[src/rtl/moving_sum_pkg.sv]
// Shared definitions for the moving_sum_win sliding-window filter.
package moving_sum_pkg;

  typedef enum logic {
    StFill   = 1'b0,
    StSteady = 1'b1
  } ms_state_e;

  // Ceiling log2, usable in parameter expressions.
  function automatic int unsigned clogb2(input int unsigned value);
    int unsigned res;
    res = 0;
    while ((32'd1 << res) < value) res++;
    return res;
  endfunction

endpackage

[src/rtl/moving_sum_ring.sv]
// DEPTH x DW ring buffer; rdata is the oldest entry, the one the next write replaces.
module moving_sum_ring
  import moving_sum_pkg::*;
#(
  parameter int unsigned DW    = 8,
  parameter int unsigned DEPTH = 8,
  localparam int unsigned AW   = clogb2(DEPTH)
) (
  input  logic          clk,
  input  logic          rst_n,
  input  logic          wr_en,
  input  logic          clr,
  input  logic [DW-1:0] wdata,
  output logic [DW-1:0] rdata
);

  logic [DEPTH-1:0][DW-1:0] mem_q;
  logic [AW-1:0]            wptr_q;

  // Pointer wraps on its own since DEPTH is a power of two.
  always_ff @(posedge clk or negedge rst_n) begin
    if (!rst_n) begin
      mem_q  <= '0;
      wptr_q <= '0;
    end else if (clr) begin
      mem_q  <= '0;
      wptr_q <= '0;
    end else if (wr_en) begin
      mem_q[wptr_q] <= wdata;
      wptr_q        <= wptr_q + AW'(1);
    end
  end

  assign rdata = mem_q[wptr_q];

endmodule

[src/rtl/moving_sum_win.sv]
// Sliding-window moving sum over the last DEPTH accepted samples, 1-cycle latency.
// Optional rounded average output enabled by defining MOVING_SUM_AVG_EN.
module moving_sum_win
  import moving_sum_pkg::*;
#(
  parameter int unsigned DW    = 8,
  parameter int unsigned DEPTH = 8,
  localparam int unsigned AW   = clogb2(DEPTH),
  localparam int unsigned OW   = DW + AW
) (
  input  logic          clk,
  input  logic          rst_n,
  input  logic          clr,
  input  logic          din_vld,
  input  logic [DW-1:0] din,
  output logic          dout_vld,
  output logic [OW-1:0] dout,
  output logic          full
`ifdef MOVING_SUM_AVG_EN
 ,output logic [DW-1:0] dout_avg
`endif
);

  localparam int unsigned FW = AW + 1;
  localparam int unsigned PW = OW + 1 - DW;

  logic          accept;
  logic [DW-1:0] oldest;
  logic [OW-1:0] sum_q, sum_d, sum_nxt;
  logic          vld_q, vld_d;
  logic [FW-1:0] fill_q, fill_d;
  ms_state_e     state_q, state_d;

  assign accept = din_vld & ~clr;

  moving_sum_ring #(
    .DW    (DW),
    .DEPTH (DEPTH)
  ) u_ring (
    .clk   (clk),
    .rst_n (rst_n),
    .wr_en (accept),
    .clr   (clr),
    .wdata (din),
    .rdata (oldest)
  );

  // One guard bit so the intermediate add/subtract cannot wrap; the result always fits OW.
  assign sum_nxt = OW'({1'b0, sum_q} + {{PW{1'b0}}, din} - {{PW{1'b0}}, oldest});

  always_comb begin
    sum_d   = sum_q;
    vld_d   = 1'b0;
    fill_d  = fill_q;
    state_d = state_q;
    if (clr) begin
      sum_d   = '0;
      fill_d  = '0;
      state_d = StFill;
    end else if (din_vld) begin
      sum_d = sum_nxt;
      vld_d = 1'b1;
      if (fill_q != FW'(DEPTH)) fill_d = fill_q + FW'(1);
      case (state_q)
        StFill:   if (fill_q == FW'(DEPTH - 1)) state_d = StSteady;
        StSteady: state_d = StSteady;
        default:  state_d = StFill;
      endcase
    end
  end

  always_ff @(posedge clk or negedge rst_n) begin
    if (!rst_n) begin
      sum_q   <= '0;
      vld_q   <= 1'b0;
      fill_q  <= '0;
      state_q <= StFill;
    end else begin
      sum_q   <= sum_d;
      vld_q   <= vld_d;
      fill_q  <= fill_d;
      state_q <= state_d;
    end
  end

  assign dout     = sum_q;
  assign dout_vld = vld_q;
  assign full     = (state_q == StSteady);

`ifdef MOVING_SUM_AVG_EN
  logic [DW-1:0] avg_q, avg_d;

  // Always divides by DEPTH, also during fill; +DEPTH/2 rounds half up.
  always_comb begin
    avg_d = avg_q;
    if (clr) begin
      avg_d = '0;
    end else if (din_vld) begin
      avg_d = DW'((sum_nxt + OW'(DEPTH / 2)) >> AW);
    end
  end

  always_ff @(posedge clk or negedge rst_n) begin
    if (!rst_n) avg_q <= '0;
    else        avg_q <= avg_d;
  end

  assign dout_avg = avg_q;
`endif

endmodule

[config.mk]
export PLATFORM = sky130hd
export DESIGN_NAME = moving_sum_win
export DESIGN_NICKNAME = d
export VERILOG_FILES = /design/src/rtl/moving_sum_pkg.sv /design/src/rtl/moving_sum_ring.sv /design/src/rtl/moving_sum_win.sv
export SDC_FILE = /design/constraint.sdc
export NUM_CORES = 1
export LEC_CHECK = 0
export ABC_AREA = 1
export CAP_MARGIN = 40
export CORE_UTILIZATION = 50
export DETAILED_ROUTE_END_ITERATION = 12
export PLACE_DENSITY = 0.68
export SYNTH_ARGS = -nofsm -noshare
export SYNTH_HDL_FRONTEND = slang
export SYNTH_HIERARCHICAL = 1
export SYNTH_SLANG_ARGS = --single-unit
[constraint.sdc]
create_clock -name clk -period 6.06 [get_ports clk]
set_input_delay 1.515 -clock clk [delete_from_list [all_inputs] [get_ports clk]]
set_output_delay 1.515 -clock clk [all_outputs]
set_load 0.005 [all_outputs]
==> flow_metrics.tcl <==
set metrics [dict create \
    clk_latency_ps 360 \
    grt_pass1_wl_um 20100 \
    wl_met1_um 5790 \
    slew_violations 0 \
    synthArstFlopShare 1.00 \
    grt-ovfl-total 0 \
    total_power_mw 1.58 \
    min_from "full$_DFFE_PN0P_" \
    dr.pass1.iters 5 \
    dieArea_mm2 0.0100 \
    start_kind "primary input" \
    final_nets 678 \
    setup_viol_count_final 0 \
    post-route-util 0.576 \
    end_kind "register" \
    critPathKind "primary input to register" \
    antenna_found_initial 0 \
    port_buffers 24 \
    yosys.area.top_type_share 0.436 \
    ys_seq_elements 84 \
    synthFlopType "dfrtp_1" \
    die_w_um 100 \
    grt_max_degree 66 \
    top_layer "met4" \
    drv_cap 0 \
    reg2reg_from "u_ring/wptr_q[2]$_DFFE_PN0P_" \
    syn_nets 668 \
    cts_htree_levels 3 \
    rsz0062_at_grt "no" \
    routedWlPerCell_um 15.7 \
    area_growth_pct 11.0 \
    yosysSeqAreaShare 0.436 \
    antenna_cells 0 \
    vias 4253 \
    via_per_inst 5.47 \
    avgSynthCellArea_um2 7.60 \
    synth_warnings 6 \
    period_share 0.640 \
    cts_tree "yes" \
    cts.hold.buffers_added 0 \
    synth_top_family_by_area "simple AND/OR/NAND/NOR gates" \
    fmax_mhz 258 \
    peakVddDrop_v 0.000139 \
    p_leak_nw 2.68 \
    wl_um 12200 \
    min_path_type "register to register" \
    gp_congestion 0.853 \
    clk_pin_slew_worst_paths_ps 80 \
    die_h_um 100 \
    synth_compound_area_frac 0.0984 \
    yosys.area.top_type "dfrtp_1" \
    met2WireLength_um 5760 \
    clock_skew_ps 14.8 \
    post-cts-setup-buffers 0 \
    synth_fa_ha_area_frac 0.0696 \
    final_cells 777 \
    synth-xor-area-share 0.00182 \
    wl_met3_um 467 \
    critPathLaunch "clr" \
    slew_headroom 0.470 \
    netlist_top_cells_area "dfrtp_1, nand2_1, nand3_1" \
    grt_use_total 0.261 \
    tightest_slew_ps 794 \
    synth_edf_count 0 \
    post-dp-hpwl_um 8180 \
    layout-drive-gt1-share 0.0571 \
    core_mm2 0.00928 \
    clock_sinks 84 \
    synth.most_common_cell "nand2_1" \
    clockBufferDepth 2 \
    io-pin-count 25 \
    critPathMaxFanout 21 \
    setup_tns_ps 0 \
    yosys-top-cells-count "nand2_1, nand3_1, dfrtp_1, o21ai_0, inv_1" \
    start_util 0.519 \
    yosys.area_share.simple 0.307 \
    fin_crit_ps 3880 \
    status "finished clean" \
    drt_iter0_markers 363 \
    synth_cells 634 \
    netlist_area_mm2 0.00482 \
    clock-root-buffer "clkbuf_8" \
    worst_ep_required_time_ps 6300 \
    synthMuxAreaShare 0 \
    powerDensity_mw_per_mm2 295 \
    numCtsBuffers 9 \
    cp.arrival_ps 4120 \
    hold_viol_final 0 \
    placed_cells 762 \
    drc 0 \
    holdWs_ps 487 \
    antenna_left 0 \
    fp-row-count 35 \
    grt_pass1_vias 4075 \
    cts_resized 0 \
    synth_cell_types 31 \
]
## layout by cell type (no fill, tap or decap)
cell and count:
nor3_1 1, nand3b_1 1, xor2_1 1, o21bai_4 1
o21ai_2 1, or2_2 2, nor2_4 2, bufinv_16 1
dfrtp_1 84, clkdlybuf4s50_1 23, nor2_2 1, a21oi_2 1
nor2_1 22, nand4_1 16, o21ai_1 3, o21ai_0 69
inv_2 5, nand3_2 2, clkbuf_1 2, o22ai_1 2
nand3_1 94, nand4_2 2, o31ai_1 1, buf_16 2
a21oi_1 10, nand2_1 194, buf_4 5, a211oi_1 1
fa_1 8, inv_1 65, ha_1 14, clkbuf_8 12
## cell families (layout without fill, tap and decap cells)
logic type	after synthesis	in the layout
flip-flops	84	84
AO/OA/AOI/OAI	89	89
buffers and inverters	101	115
XOR/XNOR	1	1
AND/OR/NAND/NOR	337	337
adder cells (fa/ha/maj)	22	22
## sequential cells by signal, indices dropped and copies added (netlist names)
register / flops
dout: 11
u_ring/wptr_q: 3
u_ring/mem_q: 64
fill_q: 4
dout_vld: 1
full: 1
## power breakdown
group / switching [mW] / internal [mW] / total (mW)
Sequential: 0.0276 / 0.595 / 0.623
Combinational: 0.326 / 0.209 / 0.535
Clock: 0.196 / 0.223 / 0.419
## worst paths after layout
| check | endpoint | cells after the start | slack (ps) |
|---|---|---|---|
| setup reg to reg | dout[4]$_DFFE_PN0P_ | 13 | 2700 |
| setup / recovery | u_ring/mem_q[54]$_DFFE_PN0P_ | 6 | 2180 |
| min in group asynchronous | dout[7]$_DFFE_PN0P_ | 1 | 1010 |
| hold reg to reg | full$_DFFE_PN0P_ | 2 | 490 |
| hold / removal | full$_DFFE_PN0P_ | 2 | 490 |
| max in group asynchronous | dout[2]$_DFFE_PN0P_ | 3 | 4270 |
## area by class of cell
type	count	area [µm²]
clock buffer	14	173
fill	878	3930
clock inverter	1	30.0
sequential	84	2100
inverter	70	263
timing repair buffer	30	323
tap	129	161
multi-input combinational	449	2300
## per-stage QoR
| stage | cell area (µm²) | setup WS [ps] |
|---|---|---|
| after floorplan | 4820 | 2900 |
| after global placement | 5090 | 1910 |
| after detailed placement | 5150 | 1870 |
| after CTS | 5350 | 2220 |
| after global routing | 5350 | 1980 |
| final | 5350 | 2180 |
## layer usage
layer	GRT usage	vias up
met1	0.372	2057
met2	0.415	105
met3	0.0286	16
met5	0	-
met4	0.0970	0
li1	-	2075
## critical path, stage by stage
cell             delay, ps
clkdlybuf4s50_1        540
inv_2                  170
nand2_1                120
inv_1                  600
nand4_1                740
o21ai_0                410
No activity file was read; power rests on OpenSTA's default activity.
